## src/rtl/bw_arith_pkg.sv

```systemverilog
// Shared arithmetic package for the Baugh-Wooley multiplier / divider pair.
// Holds the divider state encoding, the default operand width and a
// two's-complement negate/abs helper. The helpers work on 64-bit containers;
// callers zero-extend a W-bit value in and truncate the result back to W bits.
// Negation modulo 2^64 truncated to W bits is exact negation modulo 2^W.
package bw_arith_pkg;

  localparam int unsigned BW_DEF_WIDTH = 8;
  localparam int unsigned BW_MAX_WIDTH = 64;

  typedef enum logic [2:0] {
    IDLE = 3'd0,
    PREP = 3'd1,
    CALC = 3'd2,
    FIX  = 3'd3,
    DONE = 3'd4
  } bw_div_state_t;

  function automatic logic [BW_MAX_WIDTH-1:0] tc_neg(input logic [BW_MAX_WIDTH-1:0] v);
    return ~v + 64'd1;
  endfunction

  // |v| where v holds a w-bit signed value in its low bits (upper bits zero).
  function automatic logic [BW_MAX_WIDTH-1:0] tc_abs(input logic [BW_MAX_WIDTH-1:0] v,
                                                     input int unsigned w);
    logic [5:0] sidx;
    sidx = 6'(w - 1);
    return v[sidx] ? tc_neg(v) : v;
  endfunction

endpackage

```

## src/rtl/bw_div_step.sv

```systemverilog
// One restoring-division step.
// Ports:
//   i_rem  [WIDTH:0]   partial remainder before this step
//   i_bit              next dividend magnitude bit (MSB first)
//   i_dvs  [WIDTH-1:0] divisor magnitude
//   o_rem  [WIDTH:0]   partial remainder after this step
//   o_qbit             quotient bit produced by this step
module bw_div_step #(
  parameter int unsigned WIDTH = 8
) (
  input  logic [WIDTH:0]   i_rem,
  input  logic             i_bit,
  input  logic [WIDTH-1:0] i_dvs,
  output logic [WIDTH:0]   o_rem,
  output logic             o_qbit
);

  logic [WIDTH:0] w_shift;
  logic [WIDTH:0] w_diff;

  // The partial remainder is always below the divisor magnitude, so the
  // shifted value never needs the bit that falls off the top.
  assign w_shift = (i_rem << 1) | {{WIDTH{1'b0}}, i_bit};
  assign w_diff  = w_shift - {1'b0, i_dvs};
  // MSB of the WIDTH+1-bit trial subtract is the borrow.
  assign o_qbit  = ~w_diff[WIDTH];
  assign o_rem   = o_qbit ? w_diff : w_shift;

endmodule

```

## src/rtl/bw_div.sv

```systemverilog
// Iterative signed two's-complement divider (restoring, one bit per clock).
// Quotient truncates toward zero; remainder takes the dividend's sign.
// Ports:
//   wb_clk_i, wb_rst_i       clock, asynchronous active-high reset
//   start_i                  request, sampled only in IDLE
//   dividend_i, divisor_i    signed operands, captured on accept
//   busy_o, done_o           busy from PREP through DONE; done one-cycle pulse
//   quotient_o, remainder_o  signed results, held until the next FIX
//   div_zero_o, overflow_o   special-case flags, held with the results
module bw_div
  import bw_arith_pkg::*;
#(
  parameter int unsigned WIDTH = BW_DEF_WIDTH
) (
  input  logic             wb_clk_i,
  input  logic             wb_rst_i,
  input  logic             start_i,
  input  logic [WIDTH-1:0] dividend_i,
  input  logic [WIDTH-1:0] divisor_i,
  output logic             busy_o,
  output logic             done_o,
  output logic [WIDTH-1:0] quotient_o,
  output logic [WIDTH-1:0] remainder_o,
  output logic             div_zero_o,
  output logic             overflow_o
);

  localparam int unsigned CW = (WIDTH > 1) ? $clog2(WIDTH) : 1;

  bw_div_state_t r_state, w_next;

  logic [WIDTH-1:0] r_dvd, r_dvs;
  logic [WIDTH-1:0] r_amag, r_bmag, r_qmag;
  logic [WIDTH:0]   r_rem;
  logic             r_neg_q, r_neg_r;
  logic [CW-1:0]    r_cnt;

  logic [WIDTH-1:0] r_quot, r_remo;
  logic             r_dz, r_ov;

  logic [WIDTH:0]   w_rem_next;
  logic             w_qbit;
  logic [WIDTH-1:0] w_abs_dvd, w_abs_dvs, w_qneg, w_rneg;
  logic             w_last;
  logic             w_dvs_zero, w_ovf;

  assign w_abs_dvd  = WIDTH'(tc_abs(64'(r_dvd), WIDTH));
  assign w_abs_dvs  = WIDTH'(tc_abs(64'(r_dvs), WIDTH));
  assign w_qneg     = WIDTH'(tc_neg(64'(r_qmag)));
  assign w_rneg     = WIDTH'(tc_neg(64'(r_rem[WIDTH-1:0])));
  assign w_last     = (r_cnt == CW'(WIDTH - 1));
  assign w_dvs_zero = (r_dvs == '0);
  assign w_ovf      = (r_dvd == {1'b1, {(WIDTH-1){1'b0}}}) && (r_dvs == '1);

  bw_div_step #(.WIDTH(WIDTH)) u_step (
    .i_rem  (r_rem),
    .i_bit  (r_amag[WIDTH-1]),
    .i_dvs  (r_bmag),
    .o_rem  (w_rem_next),
    .o_qbit (w_qbit)
  );

  always_ff @(posedge wb_clk_i or posedge wb_rst_i) begin
    if (wb_rst_i) r_state <= IDLE;
    else          r_state <= w_next;
  end

  always_comb begin
    w_next = r_state;
    busy_o = 1'b1;
    done_o = 1'b0;
    unique case (r_state)
      IDLE: begin
        busy_o = 1'b0;
        if (start_i) w_next = PREP;
      end
      PREP: w_next = CALC;
      CALC: if (w_last) w_next = FIX;
      FIX:  w_next = DONE;
      DONE: begin
        done_o = 1'b1;
        w_next = IDLE;
      end
      default: w_next = IDLE;
    endcase
  end

  always_ff @(posedge wb_clk_i or posedge wb_rst_i) begin
    if (wb_rst_i) begin
      r_dvd   <= '0;
      r_dvs   <= '0;
      r_amag  <= '0;
      r_bmag  <= '0;
      r_qmag  <= '0;
      r_rem   <= '0;
      r_neg_q <= 1'b0;
      r_neg_r <= 1'b0;
      r_cnt   <= '0;
      r_quot  <= '0;
      r_remo  <= '0;
      r_dz    <= 1'b0;
      r_ov    <= 1'b0;
    end else begin
      unique case (r_state)
        IDLE: begin
          if (start_i) begin
            r_dvd <= dividend_i;
            r_dvs <= divisor_i;
          end
        end
        PREP: begin
          r_amag  <= w_abs_dvd;
          r_bmag  <= w_abs_dvs;
          r_neg_q <= r_dvd[WIDTH-1] ^ r_dvs[WIDTH-1];
          r_neg_r <= r_dvd[WIDTH-1];
          r_rem   <= '0;
          r_qmag  <= '0;
          r_cnt   <= '0;
        end
        CALC: begin
          r_rem  <= w_rem_next;
          r_qmag <= {r_qmag[WIDTH-2:0], w_qbit};
          r_amag <= r_amag << 1;
          r_cnt  <= r_cnt + 1'b1;
        end
        FIX: begin
          if (w_dvs_zero) begin
            r_quot <= '1;
            r_remo <= r_dvd;
            r_dz   <= 1'b1;
            r_ov   <= 1'b0;
          end else if (w_ovf) begin
            r_quot <= r_dvd;
            r_remo <= '0;
            r_dz   <= 1'b0;
            r_ov   <= 1'b1;
          end else begin
            r_quot <= r_neg_q ? w_qneg : r_qmag;
            r_remo <= r_neg_r ? w_rneg : r_rem[WIDTH-1:0];
            r_dz   <= 1'b0;
            r_ov   <= 1'b0;
          end
        end
        default: ;
      endcase
    end
  end

  assign quotient_o  = r_quot;
  assign remainder_o = r_remo;
  assign div_zero_o  = r_dz;
  assign overflow_o  = r_ov;

endmodule
```

## config.mk

```make
export PLATFORM = sky130hd
export DESIGN_NAME = bw_div
export DESIGN_NICKNAME = d
export VERILOG_FILES = /design/src/rtl/bw_arith_pkg.sv /design/src/rtl/bw_div_step.sv /design/src/rtl/bw_div.sv
export SDC_FILE = /design/constraint.sdc
export NUM_CORES = 1
export LEC_CHECK = 0
export CAP_MARGIN = 20
export CORE_ASPECT_RATIO = 0.6
export CORE_UTILIZATION = 45
export DETAILED_ROUTE_END_ITERATION = 16
export GPL_ROUTABILITY_DRIVEN = 0
export PLACE_DENSITY = 0.72
export SLEW_MARGIN = 20
export SYNTH_ARGS = -nofsm -noshare
export SYNTH_HDL_FRONTEND = slang
export SYNTH_SLANG_ARGS = --single-unit
```

## constraint.sdc

```tcl
create_clock -name wb_clk_i -period 2.3 [get_ports wb_clk_i]
set_clock_uncertainty 0.1 [all_clocks]
set_input_delay 0.23 -clock wb_clk_i [delete_from_list [all_inputs] [get_ports wb_clk_i]]
set_output_delay 0.23 -clock wb_clk_i [all_outputs]
set_load 0.01 [all_outputs]
```

==> out/qor.txt, run 1 <==
Status: completed
Final wirelength: 10.3 mm
P per Cell Area: 1660 nW/µm²
Register area share after synthesis: 46.3%
Grt met2 use: 35.5%
Post-synth top area share: 46.3%
First-pass GRT wire length: 16.5 mm
GRT met1 Usage: 33.6%
Max Transition Viols Final: 0
Met3 Use GR: 6.97%
Final WS setup: 0.0511 ns
Number of synthesized flops with an enable pin: 0
Clk buf depth: 2
Avg WL per Cell: 17.6 µm
Layout cells sized above 1: 19.4%
H-tree Lvls: 3
Vias: 3284
Clock Latency Late Sink: 0.34 ns
Post-route cell area: 5150 µm²
Setup TNS: 0 ns
Die Area: 9290 µm²
Min-Delay Path Class: in -> async
VDD IR max: 0.750 mV
GRT overflow: 0
Measured slew at the worst slew-check pin: 0.709 ns
Ys Warns: 0
Final Critical Period: 2.25 ns
Crit end category: register
Drt first pass iters: 4
Io pins: 39
DP Worst Slack: -0.0814 ns
Antenna-violating nets left: 0
Largest net degree at the start of global routing: 33
DP HPWL: 7.41 mm
LEAKAGE: 2.21 nW
Final net count: 504
Tcrit/Tclk final: 97.8%
Max-Cap Viols: 0
Clk slew on worst S/H paths: 0.06 ns
Most Crowded Layer GR: met2
Number of placement rows: 26
Mapped Area: 4000 µm²
DP Area: 4730 µm²
Cells after synthesis: 402
Async SR Flop Fraction: 100%
CP arrival: 2.37 ns
Startpoint types: register
Top area cells in the synthesized netlist: dfrtp_1 46%, ha_1 4.7%, o21ai_0 4.6%, mux2_2 3.4%, xor2_1 3.3%
TritonCTS Sinks: 74
Total track usage: 24.1%
CTS Buf Count: 9
Overall die height: 75.1 µm
CTS tree: built
Final setup viols: 0
Leading area contributor after synthesis: dfrtp_1
Initial DRC Count: 196
DRC errors left: 0
Commonest non-fill, non-tap cell in the layout: dfrtp_1
WS Path Type: reg -> reg
Hold Slack: 0.158 ns
Diodes inserted: 0
Vias in the first global route: 3175
Post-Syn Nets: 437
Initial core utilization: 46.8%
Highest Clock Rate: 445 MHz
Mean Syn Cell Area: 9.96 µm²
CP Max Fanout: 5
Via-per-instance ratio: 5.60
Distinct cell type count after synthesis: 53
Hold Fails Final Rpt: 0
Post-CTS Setup Inserts: 0
Pwr Total: 0.00855 W
Port bufs: 38
Post-CTS Hold Fix Bufs: 0
Area growth from synthesis to layout: 28.6%
Yosys reg bits: 74
WP data required: 2.42 ns
Die W: 124 µm
Most frequent cells in the layout: 74 x dfrtp_1, 38 x clkdlybuf4s50_1, 37 x o21ai_0
Antenna violations before repair: 0
Slew Limit Headroom: 52.6%
Synth Flop Type: dfrtp_1
Core area: 8560 µm²
Root Driver: clkbuf_16
-- cells by family after synthesis --
family                   synth area share [%]
AO/OA/AOI/OAI                            19.5
XOR/XNOR                                 5.69
adder cells (fa/ha/maj)                  5.19
buffers and inverters                    3.88
flip-flops                               46.3
multiplexers                             5.13
AND/OR/NAND/NOR                          14.3
-- where the power goes --
group          internal (W)  total, W  switching, W
Clock              0.000724   0.00127      0.000549
Combinational       0.00225   0.00477       0.00253
Sequential          0.00189   0.00250      0.000608
Total               0.00486   0.00855       0.00369
-- stage by stage --
| stage | utilization, % | cells |
|---|---|---|
| 4_1_cts | 58.7 | 586 |
| 2_1_floorplan | - | 402 |
| 6_report | 60.2 | 586 |
| 3_5_place_dp | 55.3 | 570 |
| 5_1_grt | 60.2 | 586 |
| 3_3_place_gp | 55.3 | 570 |
-- state kept, by name (all words and copies together) (netlist names) --
signal / flops
r_amag: 8
r_bmag: 8
overflow_o: 1
r_cnt: 3
div_zero_o: 1
remainder_o: 8
r_dvd: 8
r_state: 3
r_neg_r: 1
r_rem: 8
r_neg_q: 1
r_qmag: 8
quotient_o: 8
r_dvs: 8
-- final timing paths --
check	from	end	slack [ns]	cells past startpoint
max reg2reg	r_bmag[5]	r_rem[5]	0.05	8
max	r_bmag[5]	r_rem[5]	0.05	8
min in group wb_clk_i	dividend_i[1]	r_dvd[1]	0.35	3
min	wb_rst_i	r_dvd[5]	0.16	2
min reg2reg	r_bmag[4]	r_bmag[4]	0.39	2
max in group asynchronous	wb_rst_i	r_qmag[5]	1.27	3
-- worst max-delay path, cell delays in order, from the launching register on --
cell       delay (ns)
dfrtp_1          0.38
inv_1            0.06
ha_2             0.31
buf_4            0.16
inv_1            0.09
nor3_1           0.07
a221oi_1         0.45
a2111oi_4        0.14
a311o_1          0.36
-- cells in the mapped netlist (2+ instances only) --
library cell	count
nand4_1	2
ha_1	15
nor3b_2	2
o21a_1	7
or3_1	5
dfrtp_1	74
nand2b_1	7
inv_1	22
a22o_1	8
xor2_1	15
nor2_1	22
nand3_1	4
a2111oi_0	4
nor2b_1	6
mux2i_1	7
xnor2_1	11
a21boi_0	2
a22oi_1	11
a21o_1	4
clkbuf_1	12
a21oi_1	17
or4_1	2
o41ai_1	2
mux2_2	12
nor4_1	6
o211ai_1	3
o31ai_1	7
o21ai_0	37
a221o_1	3
a311o_1	2
and2_1	6
nand2_1	34
nor3_1	7
buf_2	4
o22a_1	2
-- area by class of cell --
| class | count | area [µm²] |
|---|---|---|
| timing repair buffer | 73 | 656 |
| sequential | 74 | 1850 |
| clock inverter | 7 | 46.3 |
| fill | 701 | 3410 |
| inverter | 22 | 82.6 |
| tap | 112 | 140 |
| multi-input combinational | 289 | 2150 |
| clock buffer | 9 | 225 |
-- timing repair --
| action | in CTS | in global routing |
|---|---|---|
| pin swaps | 0 | 5 |
| resized for setup | 9 | 22 |
| endpoints found under the setup margin | 8 | 9 |
-- routing by layer --
layer | wire length (µm) | part of all wire [%] | vias up
li1 | - | - | 1581
met1 | 5110 | 49 | 1611
met2 | 4420 | 43 | 76
met3 | 619 | 6.0 | 16
met4 | 191 | 1.8 | 0
met5 | 0 | 0 | -
No activity file was read; power rests on OpenSTA's default activity.
==> inputs of run 2 (changes only) <==
--- a/config.mk
+++ b/config.mk
@@ -11,6 +11,7 @@
 export DETAILED_ROUTE_END_ITERATION = 16
 export GPL_ROUTABILITY_DRIVEN = 0
 export PLACE_DENSITY = 0.72
+export SKIP_LAST_GASP = 1
 export SLEW_MARGIN = 20
 export SYNTH_ARGS = -nofsm -noshare
 export SYNTH_HDL_FRONTEND = slang
==> out/qor.txt, run 2 (synthesis gave the netlist of run 1 again) <==
Cell total after placement: 570 (unchanged)
Vias: 3317 (was 3284)
Slew Limit Headroom: 59.7% (was 52.6%)
Initial DRC Count: 194 (was 196)
Clock Latency Late Sink: 0.34 ns (about the same)
Post-CTS Hold Fix Bufs: 0 (unchanged)
Io pins: 39 (unchanged)
Startpoint types: register (unchanged)
Measured slew at the worst slew-check pin: 0.603 ns (was 0.709 ns)
Clock share of power: 15.0% (was 14.9%)
DRC errors left: 0 (unchanged)
Diodes inserted: 0 (unchanged)
DP HPWL: 7.41 mm (unchanged)
Core area: 8560 µm² (unchanged)
Avg WL per Cell: 17.4 µm (was 17.6 µm)
Largest net degree at the start of global routing: 33 (unchanged)
CP Max Fanout: 5 (unchanged)
Post-CTS Setup Inserts: 0 (unchanged)
Initial core utilization: 46.8% (unchanged)
P per Cell Area: 1650 nW/µm² (was 1660 nW/µm²)
CP bufs+invs: 1 (was 3)
Root Driver: clkbuf_16 (unchanged)
Max-Cap Viols: 0 (unchanged)
Non-Filler Instances: 586 (unchanged)
Cell family with most CP delay: compound AO/OA/AOI/OAI gates (unchanged)
Min-Delay Path Class: in -> async (unchanged)
Tcrit/Tclk final: 97.8% (about the same)
Via-per-instance ratio: 5.66 (was 5.60)
Total track usage: 24.1% (about the same)
First-pass GRT wire length: 16.4 mm (was 16.5 mm)
Final setup viols: 0 (unchanged)
VDD IR max: 0.714 mV (was 0.750 mV)
Final Critical Period: 2.25 ns (about the same)
Final net count: 504 (unchanged)
CP arrival: 2.36 ns (was 2.37 ns)
LEAKAGE: 2.21 nW (about the same)
CTS Buf Count: 9 (unchanged)
Vias in the first global route: 3173 (was 3175)
CP max stage delay: 0.41 ns (was 0.45 ns)
Highest Clock Rate: 444 MHz (was 445 MHz)
Port bufs: 38 (unchanged)
Seq pwr share: 29.6% (was 29.3%)
Number of placement rows: 26 (unchanged)
Slowest-stage cell, CP: ha_1 (was a221oi_1)
Setup TNS: 0 ns (unchanged)
Overall die height: 75.1 µm (unchanged)
Cell Int Power: 0.00484 W (was 0.00486 W)
Crit end category: register (unchanged)
Final wirelength: 10.2 mm (was 10.3 mm)
CTS tree: built (unchanged)
Most frequent cells in the layout: 74 x dfrtp_1, 38 x clkdlybuf4s50_1, 37 x o21ai_0 (unchanged)
Cells along the critical path: ha_1, buf_4, o211ai_1, a21o_4, a21oi_4, nand2_2, a311o_1 (was inv_1, ha_2, buf_4, inv_1, nor3_1, a221oi_1, a2111oi_4, a311o_1)
Status: completed (unchanged)
Net switching power: 0.00360 W (was 0.00369 W)
Switching share of power: 42.7% (was 43.1%)
RSZ-0062 raised after global routing: true
Layout cells sized above 1: 19.0% (was 19.4%)
WP data required: 2.41 ns (was 2.42 ns)
Clk slew on worst S/H paths: 0.06 ns (about the same)
Clk buf depth: 2 (unchanged)
H-tree Lvls: 3 (unchanged)
WS Path Type: reg -> reg (unchanged)
Commonest non-fill, non-tap cell in the layout: dfrtp_1 (unchanged)
Antenna violations before repair: 0 (unchanged)
Hold Fails Final Rpt: 0 (unchanged)
Antenna-violating nets left: 0 (unchanged)
GRT overflow: 0 (unchanged)
Drt first pass iters: 5 (was 4)
Die Area: 9290 µm² (unchanged)
TritonCTS Sinks: 74 (unchanged)
Area growth from synthesis to layout: 27.8% (was 28.6%)
Max Transition Viols Final: 0 (unchanged)
Die W: 124 µm (unchanged)
Combinational Power Share: 55.3% (was 55.9%)
==> run 2: what timing repair did <==
action | 4_1_cts | 5_1_grt
gates resized for setup | 8 | 19
endpoints found under the setup margin | 8 | 9
pin swaps | 0 | 5
==> run 2: per-layer routing <==
metal  wire length (µm)  share of wire [%]  track usage, %
met5                  0                  0               0
met4                202                2.0            9.64
met3                660                6.5            6.97
met2               4350                 43            35.5
met1               5000                 49            33.5
==> run 2: worst paths after layout <==
check	from	end	slack, ns	cells after the start
setup / recovery	r_rem[4]	r_rem[5]	0.05	7
hold / removal	wb_rst_i	r_dvd[5]	0.16	2
setup reg to reg	r_rem[4]	r_rem[5]	0.05	7
hold reg to reg	r_bmag[4]	r_bmag[4]	0.39	2
max in group asynchronous	wb_rst_i	r_qmag[5]	1.27	3
min in group wb_clk_i	dividend_i[1]	r_dvd[1]	0.35	3
==> run 2: power groups by stage <==
stage	sequential [W]	combinational [W]	clock, W
finish	0.00250	0.00467	0.00127
global route	0.00258	0.00511	0.00135
CTS	0.00248	0.00436	0.00130
detailed placement	0.00249	0.00423	0
global placement	0.00247	0.00409	0
floorplan	0.00237	0.00278	0
==> run 2: final cells by class <==
class                   instances  area (µm²)
fillers                       702        3440
multi-input cells             289        2120
flip-flops and latches         74        1850
repair buffers                 73         656
clock buffers                   9         225
well taps                     112         140
inverters                      22        82.6
clock inverters                 7        46.3
==> run 2: worst reg2reg max path, stage by stage (launching register included) <==
cell and delay (ns):
dfrtp_1 0.39, ha_1 0.41, buf_4 0.17, o211ai_1 0.14, a21o_4 0.25, a21oi_4 0.17, nand2_2 0.11, a311o_1 0.37
==> run 2: metrics by stage <==
| step | utilization (%) | cell area (µm²) | setup slack, ns | power (W) | hold WS [ns] |
|---|---|---|---|---|---|
| finish | 59.8 | 5120 | 0.0499 | 0.00844 | 0.159 |
| detailed placement | 55.3 | 4730 | -0.0814 | 0.00673 | 0.376 |
| floorplan | - | 4000 | 0.00665 | 0.00515 | 0.247 |
| CTS | 58.7 | 5020 | -0.00639 | 0.00814 | 0.164 |
| global route | 59.8 | 5120 | -0.0363 | 0.00904 | 0.206 |
| global placement | 55.3 | 4730 | 0.00459 | 0.00655 | 0.365 |
==> inputs of run 3 (changes only) <==
--- a/config.mk
+++ b/config.mk
@@ -7,10 +7,11 @@
 export LEC_CHECK = 0
 export CAP_MARGIN = 20
 export CORE_ASPECT_RATIO = 0.6
-export CORE_UTILIZATION = 45
+export CORE_UTILIZATION = 50
 export DETAILED_ROUTE_END_ITERATION = 16
 export GPL_ROUTABILITY_DRIVEN = 0
-export PLACE_DENSITY = 0.72
+export PLACE_DENSITY = 0.78
+export RECOVER_POWER = 50
 export SKIP_LAST_GASP = 1
 export SLEW_MARGIN = 20
 export SYNTH_ARGS = -nofsm -noshare
==> out/qor.txt, run 3 (synthesis gave the netlist of run 1 again) <==
Commonest non-fill, non-tap cell in the layout: dfrtp_1 (unchanged)
Area growth from synthesis to layout: 26.9% (was 27.8%)
Die Area: 8380 µm² (was 9290 µm²)
Clock Latency Late Sink: 0.34 ns (about the same)
Initial DRC Count: 257 (was 194)
Crit end category: register (unchanged)
Startpoint types: register (unchanged)
Clk buf depth: 2 (unchanged)
WHS Endpoint: r_dvd[1]
Hold Fails Final Rpt: 0 (unchanged)
Hold path cells: 3
Clk slew on worst S/H paths: 0.06 ns (about the same)
Total track usage: 26.0% (was 24.1%)
Final Critical Period: 2.22 ns (was 2.25 ns)
Highest Clock Rate: 450 MHz (was 444 MHz)
CTS tree: built (unchanged)
Setup TNS: 0 ns (unchanged)
CTS Buf Count: 9 (unchanged)
Post-route cell area: 5080 µm² (was 5120 µm²)
WP data required: 2.48 ns (was 2.41 ns)
First-pass GRT wire length: 16.7 mm (was 16.4 mm)
Status: finished, violations left (was completed)
Antenna violations before repair: 0 (unchanged)
Max-Cap Viols: 1 (was 0)
Antenna-violating nets left: 0 (unchanged)
Overall die height: 71.3 µm (was 75.1 µm)
Pwr Total: 0.00859 W (was 0.00844 W)
Layout cells sized above 1: 16.5% (was 19.0%)
Initial core utilization: 53.3% (was 46.8%)
Reg2reg end: r_rem[2] (was r_rem[5])
Diodes inserted: 0 (unchanged)
Vias: 3372 (was 3317)
Port bufs: 38 (unchanged)
WS Path Type: reg -> reg (unchanged)
Drt first pass iters: 4 (was 5)
Post-CTS Setup Inserts: 0 (unchanged)
Die W: 118 µm (was 124 µm)
H-tree Lvls: 3 (unchanged)
CP Max Fanout: 7 (was 5)
TritonCTS Sinks: 74 (unchanged)
Post-CTS Hold Fix Bufs: 0 (unchanged)
Final net count: 497 (was 504)
Io pins: 39 (unchanged)
Number of placement rows: 24 (was 26)
Hold_sp: dividend_i[1]
CP arrival: 2.40 ns (was 2.36 ns)
Failing checks: capacitance limit, slew limit
Vias in the first global route: 3267 (was 3173)
Root Driver: clkbuf_16 (unchanged)
Final setup viols: 0 (unchanged)
RSZ-0062 raised after global routing: true (unchanged)
Path depth of the worst reg2reg path: 8 (was 7)
Slew Limit Headroom: -7.35% (was 59.7%)
DRC errors left: 0 (unchanged)
Max Transition Viols Final: 75 (was 0)
P per Cell Area: 1690 nW/µm² (was 1650 nW/µm²)
Measured slew at the worst slew-check pin: 1.61 ns (was 0.603 ns)
Tcrit/Tclk final: 96.5% (was 97.8%)
Final wirelength: 10.1 mm (was 10.2 mm)
Start of the worst register-to-register path: r_bmag[7] (was r_rem[4])
R2R setup slack: 0.08 ns (was 0.05 ns)
Avg WL per Cell: 17.7 µm (was 17.4 µm)
Min-Delay Path Class: in -> reg (was in -> async)
DP Area: 4660 µm² (was 4730 µm²)
Via-per-instance ratio: 5.92 (was 5.66)
GRT overflow: 0 (unchanged)
Largest net degree at the start of global routing: 75 (was 33)
VDD IR max: 0.655 mV (was 0.714 mV)
Most frequent cells in the layout: 74 x dfrtp_1, 37 x o21ai_0, 35 x clkdlybuf4s50_1 (was 74 x dfrtp_1, 38 x clkdlybuf4s50_1, 37 x o21ai_0)
DP HPWL: 7.10 mm (was 7.41 mm)
LEAKAGE: 2.19 nW (was 2.21 nW)
Core area: 7510 µm² (was 8560 µm²)
==> run 3: cell types whose count changed in the layout (fill, tap and decap cells not counted), sizes merged <==
cell,before,now
buf,35,27
clkbuf,9,11
inv,22,21
clkdlybuf4s50,38,35
dlygate4sd3,0,3
bufinv,0,3
clkinv,4,2
clkinvlp,3,1
==> run 3: report_power, final <==
group          internal, W  switching, W  total, W
Sequential         0.00189      0.000595   0.00249
Combinational      0.00210       0.00239   0.00449
Clock              0.00108      0.000533   0.00161
Total              0.00507       0.00352   0.00859
==> run 3: worst max-delay path, stage by stage, from the launching register on <==
cell and delay, ns:
dfrtp_1 0.34, inv_1 0.05, ha_1 0.33, a21o_1 0.22, buf_4 0.16, nand2b_1 0.19
o21a_4 0.28, nor4_2 0.32, a221o_1 0.16
==> run 3: worst max path at each step <==
| stage | start | end | cells past startpoint | slack, ns |
|---|---|---|---|---|
| after floorplan | r_bmag[0] | r_rem[5] | 7 | 0.007 |
| after global placement | r_bmag[0] | r_rem[6] | 7 | 0.02 |
| after detailed placement | r_rem[2] | r_rem[7] | 6 | -0.08 |
| after CTS | r_bmag[0] | r_rem[1] | 8 | 0.001 |
| after global routing | r_bmag[5] | r_rem[1] | 8 | -0.003 |
| final | r_bmag[7] | r_rem[2] | 8 | 0.08 |
==> run 3: through the flow <==
step                instances  worst slack (ns)  util [%]  hold slack [ns]
finish                    570            0.0802      67.7            0.358
global route              570          -0.00349      67.7            0.380
CTS                       570           0.00109      66.9            0.219
detailed placement        555           -0.0791      62.1            0.372
global placement          555            0.0236      62.1            0.363
floorplan                 402           0.00665         -            0.247
==> run 3: final cells by class <==
cell class / instances / area [µm²]
clock buffer: 10 / 239
clock inverter: 5 / 103
fill: 535 / 2420
inverter: 22 / 82.6
multi-input combinational: 289 / 2090
sequential: 74 / 1850
tap: 104 / 130
timing repair buffer: 66 / 584
==> run 3: what timing repair did <==
action / 4_1_cts / 5_1_grt
endpoints found under the hold margin: 0 / 0
gates resized for setup: 5 / 18
pin swaps: 0 / 3
setup endpoints to repair: 9 / 9
==> run 3: routing by layer <==
metal	vias up	track usage [%]	routed length (µm)
met5	-	0	0
met4	0	8.83	140
met3	19	7.88	854
met2	147	39.3	4520
met1	1641	36.0	4580
li1	1565	-	-
